File: config.mk
export PLATFORM = sky130hd
export DESIGN_NAME = axi_sample_dma_flat
export DESIGN_NICKNAME = d
export VERILOG_FILES = /design/src/rtl/axi_sample_dma_pkg.sv /design/src/rtl/axi_sample_dma_if.sv /design/src/rtl/axi_sample_dma_sync_word_fifo.sv /design/src/rtl/axi_sample_dma.sv /design/src/flat_wrapper.sv
export SDC_FILE = /design/constraint.sdc
export NUM_CORES = 1
export LEC_CHECK = 0
export BUFFER_PORTS_ARGS = -buffer_cell sky130_fd_sc_hd__buf_2
export CAP_MARGIN = 20
export CELL_PAD_IN_SITES_DETAIL_PLACEMENT = 1
export CELL_PAD_IN_SITES_GLOBAL_PLACEMENT = 2
export CORE_AREA = 2 2 176 178
export CTS_CLUSTER_SIZE = 28
export DETAILED_ROUTE_END_ITERATION = 16
export DIE_AREA = 0 0 178 180
export GPL_TIMING_DRIVEN = 0
export MAX_ROUTING_LAYER = met4
export PLACE_DENSITY = 0.9
export SLEW_MARGIN = 10
export SYNTH_ARGS = -nofsm -noshare
export SYNTH_HDL_FRONTEND = slang
export SYNTH_HIERARCHICAL = 1
export SYNTH_SLANG_ARGS = --single-unit
File: constraint.sdc
create_clock -name clk -period 10.9 [get_ports clk]
set_input_delay 0.545 -clock clk [delete_from_list [all_inputs] [get_ports clk]]
set_output_delay 0.545 -clock clk [all_outputs]
set_load 0.02 [all_outputs]
File: src/rtl/axi_sample_dma_pkg.sv
// Shared constants and FSM encoding for the sample DMA master.
package axi_sample_dma_pkg;

    localparam int unsigned ADDR_W   = 30;
    localparam int unsigned DATA_W   = 32;
    localparam int unsigned SAMPLE_W = 16;

    localparam logic [3:0] STRB_ALL = 4'hF;

    typedef enum logic [1:0] {
        ST_IDLE = 2'd0,
        ST_REQ  = 2'd1,
        ST_RESP = 2'd2
    } state_t;

endpackage

File: src/rtl/axi_sample_dma_if.sv
// Single-beat request/response bus between a master and the system arbiter.
interface axi_sample_dma_if;
    import axi_sample_dma_pkg::*;

    logic              avalid;
    logic              aready;
    logic              awe;
    logic [ADDR_W-1:0] aaddr;
    logic [DATA_W-1:0] adata;
    logic [3:0]        astrb;
    logic              bvalid;
    logic [DATA_W-1:0] bdata;

    modport master (
        output avalid, awe, aaddr, adata, astrb,
        input  aready, bvalid, bdata
    );

    modport slave (
        input  avalid, awe, aaddr, adata, astrb,
        output aready, bvalid, bdata
    );

endinterface

File: src/rtl/axi_sample_dma_sync_word_fifo.sv
// Single-clock word FIFO with first-word-fall-through head.
module sync_word_fifo #(
    parameter int unsigned AW = 2,
    parameter int unsigned DW = 32
) (
    input  logic          clk,
    input  logic          rst_n,
    input  logic          push,
    input  logic [DW-1:0] wdata,
    input  logic          pop,
    output logic [DW-1:0] rdata,
    output logic          full,
    output logic          empty
);
    localparam int unsigned DEPTH = 2 ** AW;

    logic [DW-1:0] mem [DEPTH];
    logic [AW:0]   wr_ptr;
    logic [AW:0]   rd_ptr;
    logic          wr_en;
    logic          rd_en;

    assign empty = (wr_ptr == rd_ptr);
    assign full  = (wr_ptr[AW] != rd_ptr[AW]) && (wr_ptr[AW-1:0] == rd_ptr[AW-1:0]);
    assign rdata = mem[rd_ptr[AW-1:0]];
    // A pop on a full FIFO frees the slot in the same cycle, so the push still lands.
    assign wr_en = push && (!full || pop);
    assign rd_en = pop && !empty;

    // Pointer update.
    always_ff @(posedge clk or negedge rst_n) begin
        if (!rst_n) begin
            wr_ptr <= '0;
            rd_ptr <= '0;
        end else begin
            if (wr_en) wr_ptr <= wr_ptr + (AW+1)'(1);
            if (rd_en) rd_ptr <= rd_ptr + (AW+1)'(1);
        end
    end

    // Storage array, no reset needed.
    always_ff @(posedge clk) begin
        if (wr_en) mem[wr_ptr[AW-1:0]] <= wdata;
    end

endmodule

File: src/rtl/axi_sample_dma.sv
// Packs 16-bit samples into words and writes them into a memory ring buffer.
module axi_sample_dma
    import axi_sample_dma_pkg::*;
#(
    parameter int unsigned FIFO_AW = 2,
    parameter int unsigned LEN_W   = 14
) (
    input  logic                rst_n,
    input  logic                clk,
    input  logic [SAMPLE_W-1:0] in_data,
    input  logic                in_strobe,
    input  logic                cfg_enable,
    input  logic [ADDR_W-1:0]   cfg_base,
    input  logic [LEN_W-1:0]    cfg_len,
    axi_sample_dma_if.master    bus,
    output logic [LEN_W-1:0]    wr_index,
    output logic                overflow,
    output logic                busy
);
    logic                active;
    logic                half_pending;
    logic [SAMPLE_W-1:0] half_lo;
    logic [ADDR_W-1:0]   base_l;
    logic [LEN_W-1:0]    len_l;
    state_t              state;
    logic                avalid_q;
    logic [ADDR_W-1:0]   aaddr_q;
    logic [DATA_W-1:0]   adata_q;

    logic                fifo_full;
    logic                fifo_empty;
    logic [DATA_W-1:0]   fifo_head;

    logic                start_c;
    logic                push_c;
    logic                pop_c;
    logic                push_ok_c;
    logic                active_d_c;
    logic                busy_d_c;
    logic [LEN_W-1:0]    idx_inc_c;
    logic                unused_bdata;

    assign bus.avalid   = avalid_q;
    assign bus.aaddr    = aaddr_q;
    assign bus.adata    = adata_q;
    assign bus.awe      = 1'b1;
    assign bus.astrb    = STRB_ALL;
    assign unused_bdata = ^bus.bdata;

    assign start_c    = cfg_enable && !active && !busy && (cfg_len != '0);
    assign push_c     = active && cfg_enable && in_strobe && half_pending;
    assign pop_c      = !fifo_empty && ((state == ST_IDLE) || ((state == ST_RESP) && bus.bvalid));
    assign push_ok_c  = push_c && (!fifo_full || pop_c);
    assign active_d_c = start_c || (active && cfg_enable);
    // Busy reflects next-cycle state so it falls in the same cycle the FSM returns to IDLE.
    assign busy_d_c   = active_d_c || !fifo_empty || push_ok_c || (state == ST_REQ) ||
                        ((state == ST_RESP) && !bus.bvalid);
    assign idx_inc_c  = (wr_index == len_l - LEN_W'(1)) ? '0 : wr_index + LEN_W'(1);

    sync_word_fifo #(
        .AW (FIFO_AW),
        .DW (DATA_W)
    ) u_fifo (
        .clk   (clk),
        .rst_n (rst_n),
        .push  (push_c),
        .wdata ({in_data, half_lo}),
        .pop   (pop_c),
        .rdata (fifo_head),
        .full  (fifo_full),
        .empty (fifo_empty)
    );

    // Session control, sample packer and sticky overflow.
    always_ff @(posedge clk or negedge rst_n) begin
        if (!rst_n) begin
            active       <= 1'b0;
            half_pending <= 1'b0;
            half_lo      <= '0;
            base_l       <= '0;
            len_l        <= '0;
            overflow     <= 1'b0;
            busy         <= 1'b0;
        end else begin
            busy <= busy_d_c;
            if (start_c) begin
                active       <= 1'b1;
                half_pending <= 1'b0;
                base_l       <= cfg_base;
                len_l        <= cfg_len;
                overflow     <= 1'b0;
            end else begin
                if (!cfg_enable) begin
                    active       <= 1'b0;
                    half_pending <= 1'b0;
                end else if (active && in_strobe) begin
                    if (!half_pending) half_lo <= in_data;
                    half_pending <= !half_pending;
                end
                if (push_c && fifo_full && !pop_c) overflow <= 1'b1;
            end
        end
    end

    // Bus master FSM: one outstanding single-beat write at a time.
    always_ff @(posedge clk or negedge rst_n) begin
        if (!rst_n) begin
            state    <= ST_IDLE;
            avalid_q <= 1'b0;
            aaddr_q  <= '0;
            adata_q  <= '0;
            wr_index <= '0;
        end else begin
            case (state)
                ST_IDLE: begin
                    if (pop_c) begin
                        avalid_q <= 1'b1;
                        adata_q  <= fifo_head;
                        aaddr_q  <= base_l + ADDR_W'(wr_index);
                        state    <= ST_REQ;
                    end
                end
                ST_REQ: begin
                    if (bus.aready) begin
                        avalid_q <= 1'b0;
                        wr_index <= idx_inc_c;
                        state    <= ST_RESP;
                    end
                end
                ST_RESP: begin
                    if (bus.bvalid) begin
                        if (pop_c) begin
                            avalid_q <= 1'b1;
                            adata_q  <= fifo_head;
                            aaddr_q  <= base_l + ADDR_W'(wr_index);
                            state    <= ST_REQ;
                        end else begin
                            state <= ST_IDLE;
                        end
                    end
                end
                default: state <= ST_IDLE;
            endcase
            if (start_c) wr_index <= '0;
        end
    end

endmodule
File: src/flat_wrapper.sv
// flat-port wrapper written by rule: the top's interface ports become plain ports
module axi_sample_dma_flat import axi_sample_dma_pkg::*;
#(
    parameter int unsigned FIFO_AW = 2,
    parameter int unsigned LEN_W   = 14
)
  (rst_n, clk, in_data, in_strobe, cfg_enable, cfg_base, cfg_len, wr_index, overflow, busy, bus_avalid, bus_awe, bus_aaddr, bus_adata, bus_astrb, bus_aready, bus_bvalid, bus_bdata);
  axi_sample_dma_if bus_i ();
  input  logic rst_n;
  input  logic clk;
  input  logic [SAMPLE_W-1:0] in_data;
  input  logic in_strobe;
  input  logic cfg_enable;
  input  logic [ADDR_W-1:0] cfg_base;
  input  logic [LEN_W-1:0] cfg_len;
  output logic [LEN_W-1:0] wr_index;
  output logic overflow;
  output logic busy;
  output wire logic [$bits(bus_i.avalid)-1:0] bus_avalid;
  output wire logic [$bits(bus_i.awe)-1:0] bus_awe;
  output wire logic [$bits(bus_i.aaddr)-1:0] bus_aaddr;
  output wire logic [$bits(bus_i.adata)-1:0] bus_adata;
  output wire logic [$bits(bus_i.astrb)-1:0] bus_astrb;
  input wire logic [$bits(bus_i.aready)-1:0] bus_aready;
  input wire logic [$bits(bus_i.bvalid)-1:0] bus_bvalid;
  input wire logic [$bits(bus_i.bdata)-1:0] bus_bdata;
  assign bus_avalid = bus_i.avalid;
  assign bus_awe = bus_i.awe;
  assign bus_aaddr = bus_i.aaddr;
  assign bus_adata = bus_i.adata;
  assign bus_astrb = bus_i.astrb;
  assign bus_i.aready = bus_aready;
  assign bus_i.bvalid = bus_bvalid;
  assign bus_i.bdata = bus_bdata;
  axi_sample_dma #(.FIFO_AW(FIFO_AW), .LEN_W(LEN_W)) u_core (.rst_n(rst_n), .clk(clk), .in_data(in_data), .in_strobe(in_strobe), .cfg_enable(cfg_enable), .cfg_base(cfg_base), .cfg_len(cfg_len), .bus(bus_i), .wr_index(wr_index), .overflow(overflow), .busy(busy));
endmodule
==> reports/qor.yml <==
status: "finished, violations left"
failed_checks: "negative hold slack"
crit_required_ns: 11.16
synth.area.top_cells: "edfxtp_1, dfrtp_1, nand2_1, mux4_2, ha_1"
cts_setup_buffers: 0
synth-seq-area-share_pct: 62.2
die_height_um: 180
cp-end-kind: "flip-flop"
utilization_pct: 48.1
cts_tree: "done"
ys_seq_elements: 277
io_buffers: 144
path_delay_family: "buffers and inverters"
maxSlewHeadroom_pct: 41.7
powerDensity_nw_per_um2: 284
min_period_ns: 4.34
core-area_um2: 30200
drt-total-wl_um: 32200
vias: 8499
syn_area_um2: 12200
grt-ovfl-total: 0
dp_hpwl_um: 22800
die_w_um: 178
rrSetupSlack_ns: 6.56
setup_viol: 0
clk_pin_slew_ns: 0.06
numCtsBuffers: 31
drt_iter0_drc: 457
fmax_mhz: 231
clkLatencyLatePin_ns: 0.57
cp.arrival_ns: 4.60
hold_ws_ns: -0.0144
worst_path_max_delay_cell: "buf_1"
dr.pass1.iters: 4
post_cts_resized: 0
p_total_w: 0.00413
wire_per_inst_um: 19.9
setup_tns_ns: 0
ctsLongestPathBuffers: 3
rsz0062_at_grt: "false"
grt_pass1_vias: 8934
grt_pass1_wl_um: 50700
synthArstFlopShare_pct: 53.8
yosysMostFrequentCell: "nand2_1"
drv_cap: 0
start_kind: "flip-flop"
syn_area_per_cell_um2: 12.1
h-tree-depth: 1
synth_largest_area_cell: "edfxtp_1"
finalHoldViolations: 10
start_util_pct: 40.3
synth_edf_count: 128
criticalPathCategory: "reg -> reg"
maxSlewViolCount: 0
die_area_um2: 32000
path_max_fanout: 19
fin_nets: 1312
critPathMaxStageDelay_ns: 0.56
yosysWarnings: 6
routabilityCongestion: 0.825
skew_ns: 0.0165
hold_path.class: "in -> async"
cp_cell_sequence: "buf_2 -> xor2_1 -> buf_2 -> nor3_1 -> or3_1 -> clkbuf_1 -> inv_1 -> buf_1 -> clkbuf_2 -> or4_4 -> and3_2 -> buf_16"
synthFlopType: "dfrtp_1"
drive_gt1_share_pct: 22.6
tightest_slew_ns: 0.873
ir_drop_uv: 168
cp_common_cell: "buf_2"
ant_nets: 0
ys_types: 70
synth_common_cells: "nand2_1, dfrtp_1, edfxtp_1, o21ai_0, nand3_1"
antenna_found_initial: 2
drc: 0
yosysTopAreaCellShare_pct: 31.6
pin_count: 182
area_growth_pct: 19.4
grt_use_total_pct: 21.0
grt_max_degree: 91
min_period_over_period_pct: 39.8
cts_root_buffer: "clkbuf_16"
crit_buf_inv: 7
hold_buffers: 0
placementRows: 64
cts_sinks: 277
synthCells: 1007
via_per_inst: 5.27
power_leakage_nw: 6.29
worst paths after layout:
| kind | start | cells after the start | end |
|---|---|---|---|
| worst max-delay path | u_core/u_fifo/rd_ptr[1] | 12 | u_core/u_fifo/mem[1][9] |
| worst min-delay path | rst_n | 1 | u_core/bus.aaddr[19] |
| worst max register to register | u_core/u_fifo/rd_ptr[1] | 12 | u_core/u_fifo/mem[1][9] |
| worst min register to register | u_core/bus.adata[1] | 2 | u_core/bus.adata[1] |
| max in group asynchronous | rst_n | 2 | u_core/bus.adata[25] |
| min in group clk | cfg_base[19] | 3 | u_core/base_l[19] |
kinds of logic (layout without fill, tap and decap cells):
group	after synthesis	in the layout	synth area share [%]
DFF	277	277	62.2
buffers and inverters	67	272	2.38
xor gates and xnor gates	48	48	3.51
other	1	7	0.0308
and+or+nand+nor	430	430	15.8
adders and majority gates	22	22	2.32
muxes	53	53	7.96
AOI/OAI and AO/OA	109	109	5.84
registers in the layout, summed over array words and instances (netlist names), 2 cells and up:
signal                flops
u_core/base_l            30
u_core/bus.aaddr         30
u_core/len_l             14
u_core/half_lo           16
u_core/u_fifo/rd_ptr      3
u_core/state              2
u_core/u_fifo/mem       128
u_core/bus.adata         32
u_core/wr_index          14
u_core/u_fifo/wr_ptr      3
metal layers:
metal	wire [um]	share of wire, %	global-route usage, %
met5	0	0	-
met4	487	1.5	4.07
met3	1440	4.5	3.13
met2	16300	51	35.3
met1	13900	43	27.0
placed cells by master (no fill, tap or decap), drive strengths merged, types with 17 or more instances in the layout:
cell	synthesis	routed
edfxtp	128	128
mux2	18	18
nand3	34	34
clkbuf	30	78
dfrtp	149	149
buf	21	169
inv	16	17
nand2	285	285
xor2	28	28
nor2	30	30
o21ai	45	45
a21oi	19	19
mux4	33	33
ha	21	21
xnor2	20	20
metrics by stage:
step	area (um2)	hold WS (ns)	setup WS, ns	std cells
6_report	14500	-0.0144	6.56	1614
5_1_grt	14500	0.0424	6.34	1614
2_1_floorplan	12200	0.249	7.33	1011
3_5_place_dp	13500	0.458	6.58	1555
4_1_cts	14500	0.0218	6.55	1612
3_3_place_gp	13400	0.455	5.93	1551
final cells by class:
class	instances	area, um2
Multi-Input combinational cell	667	4330
Inverter	16	60.1
Fill cell	3225	15700
Antenna cell	2	5.00
Sequential cell	277	7570
Buffer	51	230
Clock buffer	48	880
Timing Repair Buffer	148	841
Tap cell	396	495
Clock inverter	9	118
report_power, final:
part,total [W],internal [W],leakage [nW],switching (W)
clock network,0.00102,0.000602,0.478,0.000414
registers,0.00160,0.00138,3.01,0.000218
logic,0.00152,0.000555,2.80,0.000961
worst reg2reg max path: stages, from the launching register on:
cell      delay (ns)
dfrtp_1         0.36
buf_2           0.23
xor2_1          0.27
buf_2           0.27
nor3_1          0.10
or3_1           0.40
clkbuf_1        0.29
inv_1           0.27
buf_1           0.56
clkbuf_2        0.37
or4_4           0.18
and3_2          0.50
buf_16          0.23
(Power assumes the default switching activity.)
